===== config.mk =====
export PLATFORM = sky130hd
export DESIGN_NAME = ats21_alarm_event_queue
export DESIGN_NICKNAME = d
export VERILOG_FILES = /design/src/rtl/ats21_alarm_event_queue.sv
export SDC_FILE = /design/constraint.sdc
export NUM_CORES = 1
export LEC_CHECK = 0
export BUFFER_PORTS_ARGS = -buffer_cell sky130_fd_sc_hd__buf_2
export CAP_MARGIN = 20
export CORE_ASPECT_RATIO = 1.75
export CORE_UTILIZATION = 40
export CTS_CLUSTER_SIZE = 16
export DETAILED_ROUTE_END_ITERATION = 7
export PLACE_DENSITY_LB_ADDON = 0.25
export SLEW_MARGIN = 20
export SYNTH_ARGS = -nofsm -noshare
export SYNTH_HDL_FRONTEND = slang
export SYNTH_SLANG_ARGS = --single-unit

===== constraint.sdc =====
create_clock -name clk -period 11.5 [get_ports clk]
set_clock_uncertainty 0.15 [all_clocks]
set_input_delay 2.3 -clock clk [delete_from_list [all_inputs] [get_ports clk]]
set_output_delay 2.3 -clock clk [all_outputs]
set_load 0.02 [all_outputs]

===== src/rtl/ats21_alarm_event_queue.sv =====
// ats21_alarm_event_queue: edge-detects alarm bits into sticky pending flags and queues them lowest-index-first as {id, timestamp} events
module ats21_alarm_event_queue #(
  parameter int NUM_ALARMS = 24,
  parameter int ID_W = 5,
  parameter int DEPTH = 8,
  parameter int TS_W = 16
) (
  input  logic                       clk,
  input  logic                       reset,
  input  logic [NUM_ALARMS-1:0]      alarm_data,
  input  logic                       enable,
  output logic                       evt_valid,
  input  logic                       evt_ready,
  output logic [ID_W-1:0]            evt_id,
  output logic [TS_W-1:0]            evt_time,
  output logic [NUM_ALARMS-1:0]      pending,
  output logic [$clog2(DEPTH):0]     count,
  output logic                       overflow,
  input  logic                       clr_overflow
);
  localparam int PW = $clog2(DEPTH);
  localparam int CW = PW + 1;
  logic [NUM_ALARMS-1:0] alarm_q, rise, push_sel, merge;
  logic [TS_W-1:0] ts;
  logic [ID_W-1:0] push_id;
  logic [ID_W-1:0] id_mem [DEPTH];
  logic [TS_W-1:0] time_mem [DEPTH];
  logic [PW-1:0] wr_ptr, rd_ptr;
  logic push, pop;
  assign rise = alarm_data & ~alarm_q & {NUM_ALARMS{enable}};
  assign evt_valid = count != '0;
  assign pop = evt_valid & evt_ready;
  assign push = |pending && (count < CW'(DEPTH) || pop);
  assign push_sel = push ? pending & (~pending + 1'b1) : '0;
  assign merge = rise & pending & ~push_sel;
  assign evt_id = evt_valid ? id_mem[rd_ptr] : '0;
  assign evt_time = evt_valid ? time_mem[rd_ptr] : '0;
  // Index of the lowest pending bit; it is the one queued next.
  always_comb begin
    push_id = '0;
    for (int i = NUM_ALARMS - 1; i >= 0; i--)
      if (pending[i]) push_id = ID_W'(i);
  end
  // Edge history, timestamp, pending flags, overflow and FIFO bookkeeping.
  always_ff @(posedge clk) begin
    if (reset) begin
      alarm_q  <= '1;
      ts       <= '0;
      pending  <= '0;
      overflow <= 1'b0;
      wr_ptr   <= '0;
      rd_ptr   <= '0;
      count    <= '0;
    end else begin
      alarm_q  <= alarm_data;
      ts       <= ts + 1'b1;
      pending  <= (pending & ~push_sel) | rise;
      overflow <= |merge | (overflow & ~clr_overflow);
      if (push) wr_ptr <= wr_ptr + 1'b1;
      if (pop) rd_ptr <= rd_ptr + 1'b1;
      count    <= count + CW'(push) - CW'(pop);
    end
  end
  // Event storage; contents are only visible through evt_valid, so no reset is needed.
  always_ff @(posedge clk) begin
    if (push) begin
      id_mem[wr_ptr]   <= push_id;
      time_mem[wr_ptr] <= ts;
    end
  end
endmodule

==> run_summary.xml, run 1 <==
<?xml version="1.0" encoding="UTF-8"?>
<metrics>
  <group name="critical_path">
    <metric name="path_max_fanout" unit="">42</metric>
    <metric name="critical_path.startpoint_type" unit="">flop</metric>
    <metric name="worst_ep_arrival_time" unit="ns">2.55</metric>
    <metric name="crit_type" unit="">flop to primary output</metric>
    <metric name="timing.critical_path.to_type" unit="">primary output</metric>
    <metric name="regToRegStartpoint" unit="">pending[16]</metric>
    <metric name="cp.required" unit="ns">9.05</metric>
  </group>
  <group name="grt">
    <metric name="grt_pass1_wl" unit="um">33370</metric>
    <metric name="first_global_vias" unit="">6000</metric>
    <metric name="grt.overflow.total" unit="">0</metric>
    <metric name="maximum_number_of_pins_on_one_net_before_global_route_repair" unit="">49</metric>
    <metric name="grtUsageTotal" unit="%">17.40</metric>
    <metric name="number_of_antenna_violations_at_the_first_check_in_global_routing" unit="">0</metric>
  </group>
  <group name="synth">
    <metric name="postSynthNetCount" unit="">710</metric>
    <metric name="synthSimpleGateAreaFrac" unit="%">11.06</metric>
    <metric name="netlist-cell-type-count" unit="">67</metric>
    <metric name="netlist_top_cells_count" unit="">sky130_fd_sc_hd__edfxtp_1, sky130_fd_sc_hd__dfxtp_1, sky130_fd_sc_hd__nor2_1, sky130_fd_sc_hd__mux4_2, sky130_fd_sc_hd__a21oi_1</metric>
    <metric name="syn_area_per_cell" unit="sq um">14.79</metric>
    <metric name="mappedNetlistArea" unit="sq mm">0.009937</metric>
    <metric name="post_synth_main_area_contributors" unit="">sky130_fd_sc_hd__edfxtp_1, sky130_fd_sc_hd__dfxtp_1, sky130_fd_sc_hd__mux4_2</metric>
    <metric name="synth.largest_area_cell" unit="">sky130_fd_sc_hd__edfxtp_1</metric>
    <metric name="synth_edf_count" unit="">168</metric>
    <metric name="seq_cells_post_synth" unit="">246</metric>
    <metric name="synth.top_cell.area_share" unit="%">50.77</metric>
    <metric name="synthesis.yosys.warnings" unit="">0</metric>
    <metric name="synth-compound-area-share" unit="%">5.805</metric>
    <metric name="yosys.area_share.xor_xnor" unit="%">1.587</metric>
    <metric name="share_of_synthesized_area_occupied_by_flip_flops_and_latches" unit="%">66.48</metric>
    <metric name="netlist_instances" unit="">672</metric>
    <metric name="synth_mux_area_share" unit="%">11.74</metric>
    <metric name="synth_ff_type" unit="">sky130_fd_sc_hd__edfxtp_1</metric>
    <metric name="synth_most_common_cell" unit="">sky130_fd_sc_hd__edfxtp_1</metric>
    <metric name="post_synth_fa_ha_maj_area_fraction" unit="%">1.209</metric>
    <metric name="synth_async_sr_flop_share" unit="%">0</metric>
    <metric name="synth_top_family_by_area" unit="">multiplexers</metric>
  </group>
  <group name="detailed_routing">
    <metric name="drt-vias-per-instance" unit="">5.316</metric>
    <metric name="topRoutingLayerUsed" unit="">met4</metric>
    <metric name="wl_met1" unit="um">7735</metric>
    <metric name="post-route-drc-count" unit="">0</metric>
    <metric name="first_iter_violations" unit="">307</metric>
    <metric name="drt_pass1_iterations" unit="">4</metric>
    <metric name="number_of_nets_with_antenna_violations_after_detailed_routing" unit="">0</metric>
    <metric name="wirelength" unit="um">21620</metric>
    <metric name="route.met2.wl" unit="um">12350</metric>
    <metric name="met3_wirelength" unit="um">938</metric>
    <metric name="wl_per_cell" unit="um">19.96</metric>
    <metric name="vias" unit="">5757</metric>
  </group>
  <group name="cells_and_area">
    <metric name="antenna_cells_inserted" unit="">0</metric>
    <metric name="layout.filler_cells" unit="">2180</metric>
    <metric name="seq_area" unit="sq mm">0.006609</metric>
    <metric name="area_growth" unit="%">14.44</metric>
    <metric name="layout-drive-gt1-share" unit="%">28.02</metric>
    <metric name="instances_no_fill" unit="">1083</metric>
    <metric name="footprint_of_the_multi_input_gates" unit="sq mm">0.003167</metric>
    <metric name="num-nets-final" unit="">794</metric>
    <metric name="post-route-cell-area" unit="sq mm">0.01137</metric>
  </group>
  <group name="timing">
    <metric name="final_period_minus_worst_setup_slack" unit="ns">5.000</metric>
    <metric name="count_of_pins_over_their_slew_limit" unit="">0</metric>
    <metric name="tightest_slew" unit="ns">0.8440</metric>
    <metric name="setup_slack" unit="ns">6.500</metric>
    <metric name="setup_violations" unit="">0</metric>
    <metric name="rsz0062_at_grt" unit="">false</metric>
    <metric name="max_freq" unit="MHz">200.0</metric>
    <metric name="hold_viol_final" unit="">0</metric>
    <metric name="max_slew_margin" unit="%">43.73</metric>
    <metric name="timing.final.crit_share" unit="%">43.48</metric>
    <metric name="fin_tns_setup" unit="ns">0</metric>
  </group>
  <group name="clock_tree">
    <metric name="cts_tree" unit="">yes</metric>
    <metric name="postCtsSetupBuffers" unit="">0</metric>
    <metric name="ctsHoldBuffers" unit="">0</metric>
    <metric name="worstSkewPairLatency" unit="ns">0.49</metric>
    <metric name="cts_sinks" unit="">246</metric>
    <metric name="clock_path_buffers" unit="">3</metric>
    <metric name="cts-resized-gates" unit="">0</metric>
    <metric name="cts.reportedPaths.clkPinSlew" unit="ns">0.06</metric>
    <metric name="htreeDepth" unit="">1</metric>
    <metric name="cts_root_buffer" unit="">sky130_fd_sc_hd__clkbuf_16</metric>
    <metric name="cts_made_buffers" unit="">22</metric>
  </group>
  <group name="power">
    <metric name="finalPower" unit="uW">2452</metric>
    <metric name="leakagePower" unit="uW">0.003934</metric>
    <metric name="max-vdd-ir-drop" unit="mV">0.1229</metric>
    <metric name="power_per_cell_area" unit="mW/mm^2">215.6</metric>
  </group>
  <group name="worst_hold_path">
    <metric name="hp-class" unit="">flop to flop</metric>
    <metric name="hold_start" unit="">alarm_q[11]</metric>
  </group>
  <group name="status">
    <metric name="run_status" unit="">complete, no violations</metric>
  </group>
  <group name="floorplan">
    <metric name="die_width" unit="um">121.1</metric>
    <metric name="num_rows" unit="">76</metric>
    <metric name="num_io_pins" unit="">80</metric>
    <metric name="floorplan.core_area" unit="sq mm">0.02453</metric>
    <metric name="floorplan.die_area" unit="sq mm">0.02550</metric>
    <metric name="initial_core_util" unit="%">40.50</metric>
    <metric name="die_height" unit="um">210.5</metric>
  </group>
  <group name="place">
    <metric name="portBuffers" unit="">79</metric>
    <metric name="detailedPlace.worstSlack" unit="ns">6.601</metric>
    <metric name="detailed_place.area" unit="sq mm">0.01071</metric>
    <metric name="place.detailed.instances" unit="">1044</metric>
    <metric name="hpwlAfterDp" unit="um">14200</metric>
    <metric name="globalplace.congestion" unit="">0.8875</metric>
  </group>
  <group name="job">
    <metric name="drv.max_cap_violation_count" unit="">0</metric>
  </group>
</metrics>
registers in the layout, indices dropped and copies added, names as in the netlist, named ones only:
register,count
count,4
alarm_q,24
pending,24
time_mem,128
ts,16
wr_ptr,3
overflow,1
id_mem,40
rd_ptr,3
worst paths after layout:
path	slack [ns]	depth (start not counted)	to
worst max-delay path	6.50	5	evt_id[2]
worst min-delay path	0.36	3	pending[11]
worst max register to register	8.21	11	count[2]
worst min register to register	0.36	3	pending[11]
logic make-up after synthesis:
group / after synthesis
flip-flops: 246
AND/OR/NAND/NOR: 200
AO/OA/AOI/OAI: 88
multiplexers: 64
buffers and inverters: 47
XOR/XNOR: 18
adder cells (fa/ha/maj): 9
where the power goes:
part	internal (uW)	switching, uW
combinational	267	387
sequential	1070	49.9
clock	367	311
stage by stage:
step / util, % / hold slack [ns]
global placement: 43.66 / 0.3349
detailed placement: 43.66 / 0.3505
CTS: 46.35 / 0.3652
finish: 46.35 / 0.3608
global route: 46.35 / 0.3793
floorplan: - / 0.3250
layout by cell type, fill, tap and decap left out, types with 22 or more instances in the layout:
| master | count |
|---|---|
| sky130_fd_sc_hd__buf_2 | 79 |
| sky130_fd_sc_hd__mux4_2 | 42 |
| sky130_fd_sc_hd__a21oi_1 | 34 |
| sky130_fd_sc_hd__mux2i_1 | 22 |
| sky130_fd_sc_hd__nor2_1 | 59 |
| sky130_fd_sc_hd__edfxtp_1 | 168 |
| sky130_fd_sc_hd__dfxtp_1 | 76 |
| sky130_fd_sc_hd__nand2_1 | 29 |
| sky130_fd_sc_hd__clkbuf_16 | 23 |
| sky130_fd_sc_hd__or2_2 | 25 |
area by class of cell:
type	instances	area share, %
Clock inverter	12	0.6161
Timing Repair Buffer	91	4.269
Multi-Input combinational cell	379	27.85
Inverter	16	0.5281
Tap cell	312	3.433
Sequential cell	246	58.11
Clock buffer	27	5.193
per-layer routing:
layer	GRT usage, %	vias up
met2	34.07	154
li1	-	2708
met5	0	-
met1	18.49	2856
met3	2.300	39
met4	6.258	0
critical path, stage by stage (launching register included):
cell	delay (ns)
sky130_fd_sc_hd__dfxtp_2	0.31
sky130_fd_sc_hd__buf_4	0.65
sky130_fd_sc_hd__mux4_2	0.59
sky130_fd_sc_hd__mux2i_1	0.24
sky130_fd_sc_hd__nor2_1	0.07
sky130_fd_sc_hd__buf_2	0.17
Note: power is estimated with default switching activity, not from simulation.
==> inputs of run 2 (changes only) <==
==> constraint.sdc (replaced) <==
create_clock -name clk -period 4.2 [get_ports clk]
set_clock_uncertainty 0.15 [all_clocks]
set_input_delay 0.84 -clock clk [delete_from_list [all_inputs] [get_ports clk]]
set_output_delay 0.84 -clock clk [all_outputs]
set_load 0.02 [all_outputs]
==> run_summary.xml, run 2 (synthesis gave the netlist of run 1 again) <==
<?xml version="1.0" encoding="UTF-8"?>
<metrics>
  <group name="status">
    <metric name="run_status" unit="">finished with violations</metric>
    <metric name="violations" unit="">design-rule violations</metric>
  </group>
  <group name="grt">
    <metric name="number_of_antenna_violations_at_the_first_check_in_global_routing" unit="">0</metric>
    <metric name="grtUsageTotal" unit="%">17.50</metric>
    <metric name="first_global_vias" unit="">6104</metric>
    <metric name="grt_pass1_wl" unit="um">33650</metric>
    <metric name="maximum_number_of_pins_on_one_net_before_global_route_repair" unit="">49</metric>
    <metric name="gr-max-usage-layer" unit="">met2</metric>
    <metric name="gr-usage-met3" unit="%">2.408</metric>
    <metric name="grt.met2_usage" unit="%">34.56</metric>
    <metric name="grt.overflow.total" unit="">0</metric>
    <metric name="met1_routing_resource_usage_after_global_routing" unit="%">17.87</metric>
  </group>
  <group name="cells_and_area">
    <metric name="layout-drive-gt1-share" unit="%">28.26</metric>
    <metric name="area_growth" unit="%">15.60</metric>
    <metric name="final_common_cell" unit="">sky130_fd_sc_hd__edfxtp_1</metric>
    <metric name="antenna_cells_inserted" unit="">0</metric>
    <metric name="num-nets-final" unit="">797</metric>
    <metric name="largestRegisters" unit="">time_mem: 128 flops, id_mem: 40 flops</metric>
    <metric name="largest_register_ff_count" unit="">128</metric>
    <metric name="layout.cells.most_common_list" unit="">sky130_fd_sc_hd__edfxtp_1, sky130_fd_sc_hd__buf_2, sky130_fd_sc_hd__dfxtp_1, sky130_fd_sc_hd__nor2_1, sky130_fd_sc_hd__mux4_2</metric>
    <metric name="post-route-cell-area" unit="sq mm">0.01149</metric>
    <metric name="instances_no_fill" unit="">1087</metric>
    <metric name="register_ranked_first_by_flip_flop_count" unit="">time_mem</metric>
  </group>
  <group name="critical_path">
    <metric name="cp.required" unit="ns">3.21</metric>
    <metric name="path_max_fanout" unit="">17</metric>
    <metric name="critical_path.startpoint_type" unit="">flop</metric>
    <metric name="worst_ep_arrival_time" unit="ns">2.49</metric>
    <metric name="crit_type" unit="">flop to primary output</metric>
    <metric name="timing.critical_path.to_type" unit="">primary output</metric>
  </group>
  <group name="timing">
    <metric name="setup_slack" unit="ns">0.7212</metric>
    <metric name="rsz0062_at_grt" unit="">false</metric>
    <metric name="setup_violations" unit="">0</metric>
    <metric name="count_of_pins_over_their_slew_limit" unit="">0</metric>
    <metric name="hold_viol_final" unit="">0</metric>
    <metric name="tightest_slew" unit="ns">0.7831</metric>
    <metric name="max_freq" unit="MHz">287.5</metric>
    <metric name="fin_tns_setup" unit="ns">0</metric>
    <metric name="max_slew_margin" unit="%">47.79</metric>
    <metric name="final_period_minus_worst_setup_slack" unit="ns">3.479</metric>
    <metric name="timing.final.crit_share" unit="%">82.83</metric>
  </group>
  <group name="power">
    <metric name="pwr-share-seq" unit="%">45.4</metric>
    <metric name="intPower" unit="uW">4828</metric>
    <metric name="combinational_group_share_of_total_power" unit="%">26.0</metric>
    <metric name="clkPwrFrac" unit="%">28.6</metric>
    <metric name="finalPower" unit="uW">6877</metric>
    <metric name="leakagePower" unit="uW">0.003995</metric>
    <metric name="power_switching" unit="uW">2049</metric>
    <metric name="max-vdd-ir-drop" unit="mV">0.3892</metric>
    <metric name="net_switching_fraction_of_the_power" unit="%">29.80</metric>
    <metric name="power_per_cell_area" unit="mW/mm^2">598.7</metric>
  </group>
  <group name="clock_tree">
    <metric name="worstSkewPairLatency" unit="ns">0.50</metric>
    <metric name="ctsHoldBuffers" unit="">0</metric>
    <metric name="htreeDepth" unit="">1</metric>
    <metric name="cts_made_buffers" unit="">22</metric>
    <metric name="cts.reportedPaths.clkPinSlew" unit="ns">0.06</metric>
    <metric name="cts_tree" unit="">yes</metric>
    <metric name="cts_root_buffer" unit="">sky130_fd_sc_hd__clkbuf_16</metric>
    <metric name="cts_sinks" unit="">246</metric>
    <metric name="cts-resized-gates" unit="">0</metric>
    <metric name="clock_path_buffers" unit="">3</metric>
    <metric name="postCtsSetupBuffers" unit="">0</metric>
  </group>
  <group name="worst_hold_path">
    <metric name="hp-class" unit="">flop to flop</metric>
  </group>
  <group name="place">
    <metric name="detailedPlace.worstSlack" unit="ns">0.7828</metric>
    <metric name="detailed_place.area" unit="sq mm">0.01077</metric>
    <metric name="hpwlAfterDp" unit="um">14790</metric>
    <metric name="portBuffers" unit="">79</metric>
    <metric name="globalplace.congestion" unit="">0.9123</metric>
    <metric name="place.detailed.instances" unit="">1047</metric>
  </group>
  <group name="detailed_routing">
    <metric name="post-route-drc-count" unit="">1</metric>
    <metric name="vias" unit="">5812</metric>
    <metric name="drt_pass1_iterations" unit="">6</metric>
    <metric name="number_of_nets_with_antenna_violations_after_detailed_routing" unit="">0</metric>
    <metric name="wirelength" unit="um">21650</metric>
    <metric name="wl_per_cell" unit="um">19.92</metric>
    <metric name="drt-vias-per-instance" unit="">5.347</metric>
    <metric name="first_iter_violations" unit="">273</metric>
  </group>
  <group name="job">
    <metric name="drv.max_cap_violation_count" unit="">0</metric>
  </group>
  <group name="floorplan">
    <metric name="initial_core_util" unit="%">40.50</metric>
    <metric name="die_height" unit="um">210.5</metric>
    <metric name="floorplan.core_area" unit="sq mm">0.02453</metric>
    <metric name="floorplan.die_area" unit="sq mm">0.02550</metric>
    <metric name="num_io_pins" unit="">80</metric>
    <metric name="die_width" unit="um">121.1</metric>
    <metric name="num_rows" unit="">76</metric>
  </group>
</metrics>
==> run 2: critical path, stage by stage (launching register included) <==
cell and delay, ns:
sky130_fd_sc_hd__dfxtp_2 0.74, sky130_fd_sc_hd__buf_4 0.32, sky130_fd_sc_hd__mux4_2 0.52, sky130_fd_sc_hd__mux2i_1 0.18, sky130_fd_sc_hd__nor2_1 0.06, sky130_fd_sc_hd__buf_2 0.17
==> run 2: worst paths after layout <==
| check | depth (start not counted) | slack, ns | endpoint | start |
|---|---|---|---|---|
| setup / recovery | 5 | 0.72 | evt_id[0] | flop |
| hold / removal | 2 | 0.36 | pending[2] | alarm_q[2] |
| setup reg to reg | 11 | 0.80 | count[2] | pending[16] |
| hold reg to reg | 2 | 0.36 | pending[2] | alarm_q[2] |
==> run 2: power by group through the flow <==
stage,clock [uW],sequential [uW],combinational (uW)
3_5_place_dp,0,3190,1830
3_3_place_gp,0,3160,1810
6_report,1970,3120,1790
5_1_grt,2110,3160,1940
2_1_floorplan,0,3090,1290
4_1_cts,2020,3130,1840
==> run 2: routing by layer <==
| layer | wire length [um] | vias up | share of wire, % |
|---|---|---|---|
| li1 | - | 2713 | - |
| met1 | 7385 | 2893 | 34 |
| met2 | 12470 | 159 | 58 |
| met3 | 1058 | 47 | 4.9 |
| met4 | 739 | 0 | 3.4 |
| met5 | 0 | - | 0 |
==> run 2: metrics by stage <==
step                      hold slack, ns  utilization (%)
final                             0.3638            46.82
after detailed placement          0.3570            43.91
after CTS                         0.3661            46.82
after global routing              0.3769            46.82
after floorplan                   0.3250                -
after global placement            0.3449            43.91
==> run 2: area by class of cell <==
type                    count  area (sq um)
multi-input cells         379          3193
clock buffers              31         645.6
repair buffers             94         520.5
flip-flops and latches    246          6609
clock inverters             9         68.82
well taps                 312         390.4
inverters                  16         60.06
fillers                  2181         13050
